`config.mk`:
```
export PLATFORM = sky130hd
export DESIGN_NAME = countdown_timer
export DESIGN_NICKNAME = d
export VERILOG_FILES = /design/src/rtl/countdown_timer.sv
export SDC_FILE = /design/constraint.sdc
export NUM_CORES = 1
export LEC_CHECK = 0
export BUFFER_PORTS_ARGS = -buffer_cell sky130_fd_sc_hd__clkbuf_2
export CAP_MARGIN = 20
export CORE_MARGIN = 8
export CORE_UTILIZATION = 46
export CTS_BUF_LIST = sky130_fd_sc_hd__clkbuf_16
export DETAILED_ROUTE_END_ITERATION = 8
export HOLD_SLACK_MARGIN = 0.12
export PLACE_DENSITY = 0.77
export RECOVER_POWER = 25
export SETUP_SLACK_MARGIN = 0.02
export SLEW_MARGIN = 20
export SYNTH_ARGS = -nofsm -noshare
export SYNTH_HDL_FRONTEND = slang
export SYNTH_SLANG_ARGS = --single-unit
```
`constraint.sdc`:
```
create_clock -name clk -period 2 [get_ports clk]
set_input_delay 0.4 -clock clk [delete_from_list [all_inputs] [get_ports clk]]
set_output_delay 0.4 -clock clk [all_outputs]
set_load 0.01 [all_outputs]
```
`src/rtl/countdown_timer.sv`:
```
// countdown_timer: BCD h:mm:ss countdown with load/start/stop control, 1-cycle tick-to-digit latency.
// Optional COUNTDOWN_AUTORELOAD_EN: reaching zero reloads the preset and keeps running instead of expiring.
module countdown_timer #(
   parameter int unsigned HOUR_MAX = 9
) (
   input  logic       clk,
   input  logic       reset,
   input  logic       tick,
   input  logic       load,
   input  logic [3:0] ps0,
   input  logic [3:0] ps1,
   input  logic [3:0] pm0,
   input  logic [3:0] pm1,
   input  logic [3:0] ph,
   input  logic       start,
   input  logic       stop,
   output logic [3:0] s0,
   output logic [3:0] s1,
   output logic [3:0] m0,
   output logic [3:0] m1,
   output logic [3:0] h,
   output logic       running,
   output logic       expired,
   output logic       done_pulse
);

   typedef enum logic [1:0] {IDLE, READY, RUN, EXPIRED} state_t;

   localparam logic [3:0] H_MAX = 4'(HOUR_MAX);

   function automatic logic [3:0] clamp(input logic [3:0] d, input logic [3:0] mx);
      return (d > mx) ? mx : d;
   endfunction

   state_t     state_q, state_d;
   logic [3:0] s0_q, s0_d, s1_q, s1_d, m0_q, m0_d, m1_q, m1_d, h_q, h_d;
   logic [3:0] dec_s0, dec_s1, dec_m0, dec_m1, dec_h;
   logic [3:0] cl_s0, cl_s1, cl_m0, cl_m1, cl_h;
   logic       done_q, done_d;
   logic       running_q, expired_q;
   logic       cur_zero, dec_zero;
`ifdef COUNTDOWN_AUTORELOAD_EN
   // Only the reload path reads the preset, so it is built only with that path.
   logic [19:0] pre_q, pre_d;
`endif

   assign cl_s0 = clamp(ps0, 4'd9);
   assign cl_s1 = clamp(ps1, 4'd5);
   assign cl_m0 = clamp(pm0, 4'd9);
   assign cl_m1 = clamp(pm1, 4'd5);
   assign cl_h  = clamp(ph, H_MAX);

   assign cur_zero = (s0_q == 4'd0) && (s1_q == 4'd0) && (m0_q == 4'd0) &&
                     (m1_q == 4'd0) && (h_q == 4'd0);
   assign dec_zero = (dec_s0 == 4'd0) && (dec_s1 == 4'd0) && (dec_m0 == 4'd0) &&
                     (dec_m1 == 4'd0) && (dec_h == 4'd0);

   // One-second borrow chain; only evaluated in RUN where the value is nonzero.
   always_comb begin
      dec_s0 = s0_q;
      dec_s1 = s1_q;
      dec_m0 = m0_q;
      dec_m1 = m1_q;
      dec_h  = h_q;
      if (s0_q != 4'd0) begin
         dec_s0 = s0_q - 4'd1;
      end else begin
         dec_s0 = 4'd9;
         if (s1_q != 4'd0) begin
            dec_s1 = s1_q - 4'd1;
         end else begin
            dec_s1 = 4'd5;
            if (m0_q != 4'd0) begin
               dec_m0 = m0_q - 4'd1;
            end else begin
               dec_m0 = 4'd9;
               if (m1_q != 4'd0) begin
                  dec_m1 = m1_q - 4'd1;
               end else begin
                  dec_m1 = 4'd5;
                  dec_h  = h_q - 4'd1;
               end
            end
         end
      end
   end

   // Strict priority: load, then stop, then start, then tick; a lower strobe is dropped.
   always_comb begin
      state_d = state_q;
      s0_d    = s0_q;
      s1_d    = s1_q;
      m0_d    = m0_q;
      m1_d    = m1_q;
      h_d     = h_q;
      done_d  = 1'b0;
`ifdef COUNTDOWN_AUTORELOAD_EN
      pre_d   = pre_q;
`endif
      if (load) begin
         state_d = READY;
         s0_d    = cl_s0;
         s1_d    = cl_s1;
         m0_d    = cl_m0;
         m1_d    = cl_m1;
         h_d     = cl_h;
`ifdef COUNTDOWN_AUTORELOAD_EN
         pre_d   = {cl_h, cl_m1, cl_m0, cl_s1, cl_s0};
`endif
      end else if (stop) begin
         if (state_q == RUN) state_d = READY;
      end else if (start) begin
         if ((state_q == READY) && !cur_zero) state_d = RUN;
      end else if (tick && (state_q == RUN)) begin
         s0_d   = dec_s0;
         s1_d   = dec_s1;
         m0_d   = dec_m0;
         m1_d   = dec_m1;
         h_d    = dec_h;
         done_d = dec_zero;
         if (dec_zero) begin
`ifdef COUNTDOWN_AUTORELOAD_EN
            {h_d, m1_d, m0_d, s1_d, s0_d} = pre_q;
`else
            state_d = EXPIRED;
`endif
         end
      end
   end

   always_ff @(posedge clk or negedge reset) begin
      if (!reset) begin
         state_q   <= IDLE;
         s0_q      <= 4'd0;
         s1_q      <= 4'd0;
         m0_q      <= 4'd0;
         m1_q      <= 4'd0;
         h_q       <= 4'd0;
         done_q    <= 1'b0;
         running_q <= 1'b0;
         expired_q <= 1'b0;
`ifdef COUNTDOWN_AUTORELOAD_EN
         pre_q     <= 20'd0;
`endif
      end else begin
         state_q   <= state_d;
         s0_q      <= s0_d;
         s1_q      <= s1_d;
         m0_q      <= m0_d;
         m1_q      <= m1_d;
         h_q       <= h_d;
         done_q    <= done_d;
         running_q <= (state_d == RUN);
         expired_q <= (state_d == EXPIRED);
`ifdef COUNTDOWN_AUTORELOAD_EN
         pre_q     <= pre_d;
`endif
      end
   end

   assign s0         = s0_q;
   assign s1         = s1_q;
   assign m0         = m0_q;
   assign m1         = m1_q;
   assign h          = h_q;
   assign running    = running_q;
   assign expired    = expired_q;
   assign done_pulse = done_q;

endmodule
```
==> results of run 1 <==
==> critical path: cells and delay by family, from the launching register on <==
| kind | cells | cell delay (ns) |
|---|---|---|
| simple gates | 3 | 1.41 |
| flops | 1 | 0.38 |
| compound gates | 1 | 0.16 |
==> state kept, by name, summed over array words and instances (netlist names) <==
signal	flops
done_pulse	1
expired	1
h	4
m0	4
m1	4
running	1
s0	4
s1	4
state_q	2
==> path summary, 6_finish.rpt <==
check / start / cells past startpoint / end / slack, ns
setup / recovery: s0[3]$_DFFE_PN0P_ / 4 / m0[3]$_DFFE_PN0P_ / -0.03
hold reg to reg: m0[0]$_DFFE_PN0P_ / 2 / m0[0]$_DFFE_PN0P_ / 0.60
min in group asynchronous: reset / 1 / running$_DFF_PN0_ / 0.42
hold / removal: pm0[3] / 2 / m0[1]$_DFFE_PN0P_ / 0.35
max in group asynchronous: reset / 1 / m0[2]$_DFFE_PN0P_ / 0.79
setup reg to reg: s0[3]$_DFFE_PN0P_ / 4 / m0[3]$_DFFE_PN0P_ / -0.03
==> Yosys cell counts, drive strengths merged, types with 2 or more instances <==
master	n
or3	4
nand3b	2
mux2i	3
a31oi	6
a2111oi	3
nand4b	2
xnor2	4
or4	5
nand4	2
o31a	3
dfrtp	25
inv	9
clkbuf	6
nor2	16
buf	3
ha	2
nor4	7
o2111ai	2
a21oi	8
nand3	5
o211a	2
nand2	12
o21a	3
nor3	9
o32ai	2
o21ai	13
o31ai	3
and3	4
==> area by class of cell <==
class / instances / area [sq um] / area share [%]
Clock buffer: 3 / 75.1 / 3.49
Clock inverter: 1 / 5.00 / 0.233
Inverter: 9 / 33.8 / 1.57
Multi-Input combinational cell: 135 / 928 / 43.2
Sequential cell: 25 / 626 / 29.1
Tap cell: 46 / 57.6 / 2.68
Timing Repair Buffer: 72 / 423 / 19.7
==> per-stage QoR <==
step | TNS, ns | util (%) | cell area, sq um | hold WS, ns
2_1_floorplan | -0.700 | - | 1600 | 0.104
3_3_place_gp | 0 | 59.8 | 2000 | 0.446
3_5_place_dp | -0.0923 | 59.8 | 2000 | 0.449
4_1_cts | -0.0341 | 63.6 | 2120 | 0.165
5_1_grt | -0.275 | 64.4 | 2150 | 0.367
6_report | -0.0754 | 64.4 | 2150 | 0.354
==> cell families (layout without fill, tap and decap cells) <==
group / after synthesis / count (layout) / share of synthesized area [%]
fa+ha+maj: 2 / 2 / 1.57
mux: 3 / 3 / 1.89
compound gates: 52 / 52 / 22.2
simple gates: 73 / 73 / 27.0
flops: 25 / 25 / 39.3
xor+xnor: 5 / 5 / 2.75
buf+inv: 18 / 85 / 5.27
==> layer usage <==
layer / track usage (%) / share of wire [%] / up-vias
met4: 5.65 / 0.80 / 0
met2: 31.0 / 49 / 63
met5: 0 / 0 / -
met3: 3.60 / 7.1 / 4
met1: 21.6 / 43 / 775
li1: - / - / 821
==> power groups by stage <==
stage | clock, mW | combinational [mW] | sequential, mW
5_1_grt | 0.473 | 0.331 | 0.591
3_3_place_gp | 0 | 0.285 | 0.587
2_1_floorplan | 0 | 0.136 | 0.605
3_5_place_dp | 0 | 0.288 | 0.588
4_1_cts | 0.449 | 0.298 | 0.581
6_report | 0.444 | 0.300 | 0.584
==> repair_timing <==
action / CTS / global route
hold buffers: 0 / 0
gates resized for setup: 4 / 3
setup endpoints to repair: 5 / 8
pin swaps: 5 / 7
setup buffers: 2 / 1
==> impl_metrics.json, run 1 <==
{
  "outcome": "finished, violations left",
  "violations": "setup timing",
  "syn_to_final_growth_pct": 35.1,
  "crit_path_max_incr_delay_ns": 0.59,
  "drive_above_1_share_pct": 34.3,
  "yosysWarnings": 0,
  "crit_required_ns": 2.17,
  "final_common_cell": "clkbuf_2",
  "clk_latency_ns": 0.26,
  "fin_cells": 291,
  "cts_buffer_depth": 2,
  "ys_ff_latch": 25,
  "grt_pass1_vias": 1703,
  "max_freq_mhz": 493,
  "clkSinkCount": 25,
  "pin_count": 49,
  "switching_power_mw": 0.385,
  "seq_area_frac_synth_pct": 39.3,
  "swShare_pct": 29.0,
  "synth_cells": 178,
  "cts_inserted_buffers": 3,
  "clkTransAtPathRegs_ns": 0.06,
  "drc_errors": 0,
  "synth.area.top_cells": "dfrtp_1 39%, nor2_1 3.8%, nor3_1 2.8%, o21ai_0 2.8%, nand2_1 2.8%",
  "worst_pin_slew_ns": 1.33,
  "cts_tree": "yes",
  "synth_area_sq_mm": 0.00159,
  "nFillCells": 294,
  "hold_violations": 0,
  "rows": 21,
  "ys.flop_type": "dfrtp_1",
  "p_per_area_mw_per_mm2": 618,
  "mostFrequentLayoutCells": "47 x clkbuf_2, 25 x dfrtp_1, 23 x buf_4, 16 x nor2_1, 12 x nand2_1",
  "grt_max_degree": 26,
  "rsz0062_at_grt": "true",
  "worst_slew_margin_rel_pct": 11.5,
  "syn_avg_cell_area_sq_um": 8.93,
  "hp-class": "input pin to flip-flop",
  "n_antenna_cell": 0,
  "path_class": "flip-flop to flip-flop",
  "synth_edf_count": 0,
  "wl_mm": 4.73,
  "pwr-share-seq_pct": 44.0,
  "root_buffer": "clkbuf_16",
  "cpMaxStageDelayCell": "or4_4",
  "async_flop_share_pct": 100,
  "antenna_found_initial": 0,
  "fp.coreArea_sq_mm": 0.00334,
  "clock_skew_ns": 0.00816,
  "vias_per_cell": 5.71,
  "grtUsageTotal_pct": 17.9,
  "pre_cts_ws_ns": -0.0360,
  "post-dp-hpwl_mm": 3.52,
  "drt_iter0_drc": 152,
  "crit_arrival_ns": 2.20,
  "cp-end-kind": "flip-flop",
  "die_h_um": 74.8,
  "dpl.cell_count": 284,
  "vdd_ir_drop_max_mv": 0.362,
  "postRouteAntennaNets": 0,
  "h-tree-depth": 1,
  "post-route-period-util_pct": 102,
  "final_nets": 274,
  "detail_route.wl_per_cell_um": 16.3,
  "gp_congestion": 0.826,
  "power.total_mw": 1.33,
  "start_kind": "flip-flop",
  "vias": 1663,
  "synth_top_area_share_pct": 39.3,
  "synth_nets": 206,
  "initial_core_util_pct": 47.7,
  "grt_overflow": 0,
  "drt-pass1-iter-count": 4,
  "port_buffers": 48,
  "crit_chain": "or3_4 -> or4_4 -> or4_1 -> a31oi_1",
  "internal_power_mw": 0.942,
  "die_area_sq_mm": 0.00559,
  "cap_violations": 0,
  "synth_cell_types": 47,
  "slew_viol_final": 0,
  "cp_max_fo": 8,
  "die_x_um": 74.8,
  "power_frac_clock_pct": 33.4,
  "grt_pass1_wl_mm": 7.82,
  "period_minus_slack_ns": 2.03,
  "setup_viol": 3,
  "comb_power_share_pct": 22.6,
  "fin_ws_ns": -0.0302,
  "yosys.area.top_type": "dfrtp_1",
  "p_leak_nw": 0.982
}
Power figures use the tool's default switching activity.
==> inputs of run 2 (changes only) <==
Settings changed: BUFFER_PORTS_ARGS -buffer_cell sky130_fd_sc_hd__clkbuf_2 to unset, CORE_UTILIZATION 46 to 56, DONT_BUFFER_PORTS set to 1, PLACE_DENSITY 0.77 to 0.75.
==> impl_metrics.json, run 2 (synthesized netlist as in run 1, its figures left out) <==
{
  "pin_count": 49,
  "vias_per_cell": 6.85,
  "r2r-end": "m1[1]$_DFFE_PN0P_",
  "hp-class": "input pin to flip-flop",
  "cap_violations": 0,
  "path_class": "flip-flop to flip-flop",
  "placed_cell_area_sq_mm": 0.00176,
  "clk_latency_ns": 0.26,
  "clkSinkCount": 25,
  "multi_input_area_sq_um": 917,
  "final_common_cell": "dfrtp_1",
  "detail_route.wl_per_cell_um": 20.5,
  "cts_buffer_depth": 2,
  "initial_core_util_pct": 58.2,
  "drt-pass1-iter-count": 4,
  "cts_tree": "yes",
  "h-tree-depth": 1,
  "drc_errors": 0,
  "final_area_sq_mm": 0.00192,
  "vias": 1582,
  "grt_overflow": 0,
  "nFillCells": 205,
  "violations": "setup timing",
  "gp_congestion": 0.830,
  "port_buffers": 0,
  "start_kind": "flip-flop",
  "grt_pass1_vias": 1658,
  "clock_skew_ns": 0.00130,
  "hold_depth": 1,
  "crit_end": "m1[1]$_DFFE_PN0P_",
  "root_buffer": "clkbuf_16",
  "post-dp-hpwl_mm": 3.41,
  "post-route-period-util_pct": 103,
  "grt_max_degree": 30,
  "die_area_sq_mm": 0.00480,
  "die_h_um": 69.3,
  "fin_ws_ns": -0.0586,
  "reg2reg_slack_ns": -0.06,
  "cp-end-kind": "flip-flop",
  "cts_inserted_buffers": 3,
  "setup_viol": 3,
  "fp.coreArea_sq_mm": 0.00273,
  "worst_slew_margin_rel_pct": 23.7,
  "outcome": "finished, violations left",
  "slew_viol_final": 0,
  "syn_to_final_growth_pct": 20.8,
  "ff2ff_path_depth": 4,
  "period_minus_slack_ns": 2.06,
  "worst_pin_slew_ns": 1.15,
  "crit_arrival_ns": 2.25,
  "grtUsageTotal_pct": 19.2,
  "setup-tns-final_ns": -0.125,
  "pre_cts_ws_ns": -0.0765,
  "final_nets": 229,
  "cp_max_fo": 8,
  "die_x_um": 69.3,
  "antenna_found_initial": 0,
  "mostFrequentLayoutCells": "25 x dfrtp_1, 23 x buf_4, 16 x nor2_1, 12 x nand2_1",
  "register_area_sq_um": 626,
  "r2r-start": "s0[3]$_DFFE_PN0P_",
  "postRouteAntennaNets": 0,
  "p_leak_nw": 0.793,
  "rows": 19,
  "startpoint": "s0[3]$_DFFE_PN0P_",
  "p_per_area_mw_per_mm2": 664,
  "n_antenna_cell": 0,
  "max_freq_mhz": 486,
  "grt_pass1_wl_mm": 7.76,
  "wl_mm": 4.74,
  "crit_required_ns": 2.19,
  "vdd_ir_drop_max_mv": 0.516,
  "drt_iter0_drc": 168,
  "drive_above_1_share_pct": 19.5,
  "clkTransAtPathRegs_ns": 0.06,
  "rsz0062_at_grt": "true",
  "hold_violations": 0
}
-- run 2: routing by layer --
layer	wire [um]	GRT usage, %	up-vias
met5	0	0	-
met4	147	11.6	0
met3	457	6.44	18
met2	2320	30.3	83
met1	1810	21.9	750
li1	-	-	731
-- run 2: what timing repair did --
item,4_1_cts,5_1_grt
pin swaps,3,1
endpoints found under the setup margin,4,7
hold endpoints to repair,25,0
resized for setup,4,3
hold buffers,2,0
cloned,0,0
buffers inserted,2,1
-- run 2: cell type report --
type                    count  area share [%]
clock buffers               3            3.91
clock inverters             1           0.260
inverters                   9            1.76
multi-input cells         135            47.7
flip-flops and latches     25            32.6
well taps                  31            2.02
repair buffers             27            11.8
-- run 2: metrics by stage --
step,hold slack (ns),utilization (%),total power [mW],cells
2_1_floorplan,0.104,-,0.741,178
4_1_cts,0.207,69.7,1.27,230
3_5_place_dp,0.105,64.3,0.803,222
6_report,0.217,70.3,1.28,231
3_3_place_gp,0.105,64.3,0.792,222
5_1_grt,0.204,70.3,1.32,231
-- run 2: worst min path at each step --
| stage | startpoint | endpoint | slack, ns |
|---|---|---|---|
| 6_report | load | state_q[1]$_DFF_PN0_ | 0.22 |
| 5_1_grt | load | state_q[1]$_DFF_PN0_ | 0.20 |
| 4_1_cts | load | state_q[1]$_DFF_PN0_ | 0.21 |
| 3_5_place_dp | reset | s1[0]$_DFFE_PN0P_ | 0.11 |
| 3_3_place_gp | reset | s1[0]$_DFFE_PN0P_ | 0.11 |
| 2_1_floorplan | reset | done_pulse$_DFF_PN0_ | 0.10 |
-- run 2: worst max-delay path, cell delays in order, from the launching register on --
cell     delay, ns
dfrtp_1       0.39
or3_4         0.39
or4_4         0.58
or4_4         0.53
nand3_1       0.09
-- run 2: power by group --
group	total [mW]	internal, mW	leakage [nW]	switching [mW]
sequential	0.589	0.540	0.304	0.0490
combinational	0.235	0.101	0.449	0.134
clock	0.452	0.270	0.0409	0.183
total	1.28	0.911	0.793	0.365
==> inputs of run 3 (changes only) <==
Settings changed: CORE_ASPECT_RATIO set to 2.
==> impl_metrics.json, run 3 (synthesized netlist as in run 1, its figures left out) <==
{
  "outcome": "finished, violations left",
  "violations": "setup timing",
  "slew_viol_final": 0,
  "dpl.cell_count": 216,
  "path_class": "flip-flop to flip-flop",
  "crit_arrival_ns": 2.23,
  "cts_inserted_buffers": 3,
  "hp-class": "input pin to flip-flop",
  "grtUsageTotal_pct": 19.5,
  "crit_required_ns": 2.18,
  "post-route-period-util_pct": 103,
  "grt_overflow": 0,
  "vdd_ir_drop_max_mv": 0.499,
  "port_buffers": 0,
  "rows": 27,
  "mostFrequentLayoutCells": "25 x dfrtp_1, 20 x buf_4, 16 x nor2_1, 12 x nand2_1, 10 x inv_1",
  "worst_slew_margin_rel_pct": 21.9,
  "cts_tree": "yes",
  "die_x_um": 53.7,
  "hold_depth": 1,
  "syn_to_final_growth_pct": 19.3,
  "max_freq_mhz": 486,
  "rsz0062_at_grt": "true",
  "final_nets": 225,
  "start_kind": "flip-flop",
  "postRouteAntennaNets": 0,
  "p_per_area_mw_per_mm2": 669,
  "cts_buffer_depth": 2,
  "h-tree-depth": 1,
  "r2r-start": "s0[3]$_DFFE_PN0P_",
  "post-dp-hpwl_mm": 3.45,
  "die_h_um": 91.4,
  "n_antenna_cell": 0,
  "clkSinkCount": 25,
  "fp.coreArea_sq_mm": 0.00274,
  "die_area_sq_mm": 0.00490,
  "ff2ff_path_depth": 4,
  "clkTransAtPathRegs_ns": 0.06,
  "cp-end-kind": "flip-flop",
  "vias": 1538,
  "fin_ws_ns": -0.0574,
  "drt_iter0_drc": 53,
  "hold_violations": 0,
  "pin_count": 49,
  "detail_route.wl_per_cell_um": 21.4,
  "placed_cell_area_sq_mm": 0.00171,
  "r2r-end": "m0[3]$_DFFE_PN0P_",
  "antenna_found_initial": 0,
  "final_area_sq_mm": 0.00190,
  "drive_above_1_share_pct": 17.9,
  "cap_violations": 0,
  "fin_cells": 225,
  "drt-pass1-iter-count": 4,
  "crit_end": "m0[3]$_DFFE_PN0P_",
  "vias_per_cell": 6.84,
  "clock_skew_ns": 0.00183,
  "wl_mm": 4.82,
  "grt_max_degree": 30,
  "initial_core_util_pct": 58.1,
  "final_util_pct": 69.3,
  "root_buffer": "clkbuf_16",
  "grt_pass1_wl_mm": 7.52,
  "drc_errors": 0,
  "cp_max_fo": 7,
  "worst_pin_slew_ns": 1.17,
  "period_minus_slack_ns": 2.06,
  "grt_pass1_vias": 1598,
  "setup_viol": 7,
  "setup-tns-final_ns": -0.245,
  "gp_congestion": 0.794,
  "clk_latency_ns": 0.26,
  "final_common_cell": "dfrtp_1",
  "startpoint": "s0[3]$_DFFE_PN0P_",
  "reg2reg_slack_ns": -0.06,
  "p_leak_nw": 0.796
}
run 3: cell type report:
| type | count | area, sq um |
|---|---|---|
| clock buffer | 3 | 75.1 |
| sequential | 25 | 626 |
| multi-input combinational | 135 | 938 |
| clock inverter | 1 | 3.75 |
| tap | 29 | 36.3 |
| inverter | 9 | 33.8 |
| fill | 204 | 840 |
| timing repair buffer | 23 | 184 |
run 3: worst min path at each step:
stage               slack, ns              endpoint   from
detailed placement       0.11     s0[2]$_DFFE_PN0P_  reset
finish                   0.21  state_q[1]$_DFF_PN0_   load
global placement         0.11     s0[2]$_DFFE_PN0P_  reset
floorplan                0.10  done_pulse$_DFF_PN0_  reset
global route             0.19  state_q[1]$_DFF_PN0_   load
CTS                      0.20  state_q[1]$_DFF_PN0_   load
run 3: repair_timing:
item / in CTS / in global routing
resized for setup: 2 / 7
hold endpoints to repair: 25 / 0
hold buffers: 2 / 0
buffers inserted: 1 / 2
setup endpoints to repair: 4 / 8
pin swaps: 1 / 7
run 3: power breakdown:
part	leakage, nW	total (mW)	internal [mW]	switching [mW]
Clock	0.0423	0.442	0.267	0.175
Sequential	0.304	0.590	0.540	0.0501
Combinational	0.450	0.236	0.0996	0.137
run 3: per-layer routing:
metal	share of wire, %	global-route usage [%]
met5	0	0
met4	0.56	6.57
met3	7.1	5.07
met2	59	35.3
met1	34	19.7
run 3: stage by stage:
stage	hold WS (ns)	worst slack, ns	power [mW]
final	0.209	-0.0574	1.27
after global routing	0.192	-0.103	1.32
after floorplan	0.104	-0.196	0.741
after global placement	0.105	0.0130	0.795
after detailed placement	0.106	-0.0582	0.803
after CTS	0.200	-0.0204	1.26
run 3: worst max-delay path, stage by stage, from the launching register on:
cell	delay, ns
dfrtp_1	0.38
or3_4	0.39
or4_4	0.60
or4_1	0.42
a31oi_1	0.18
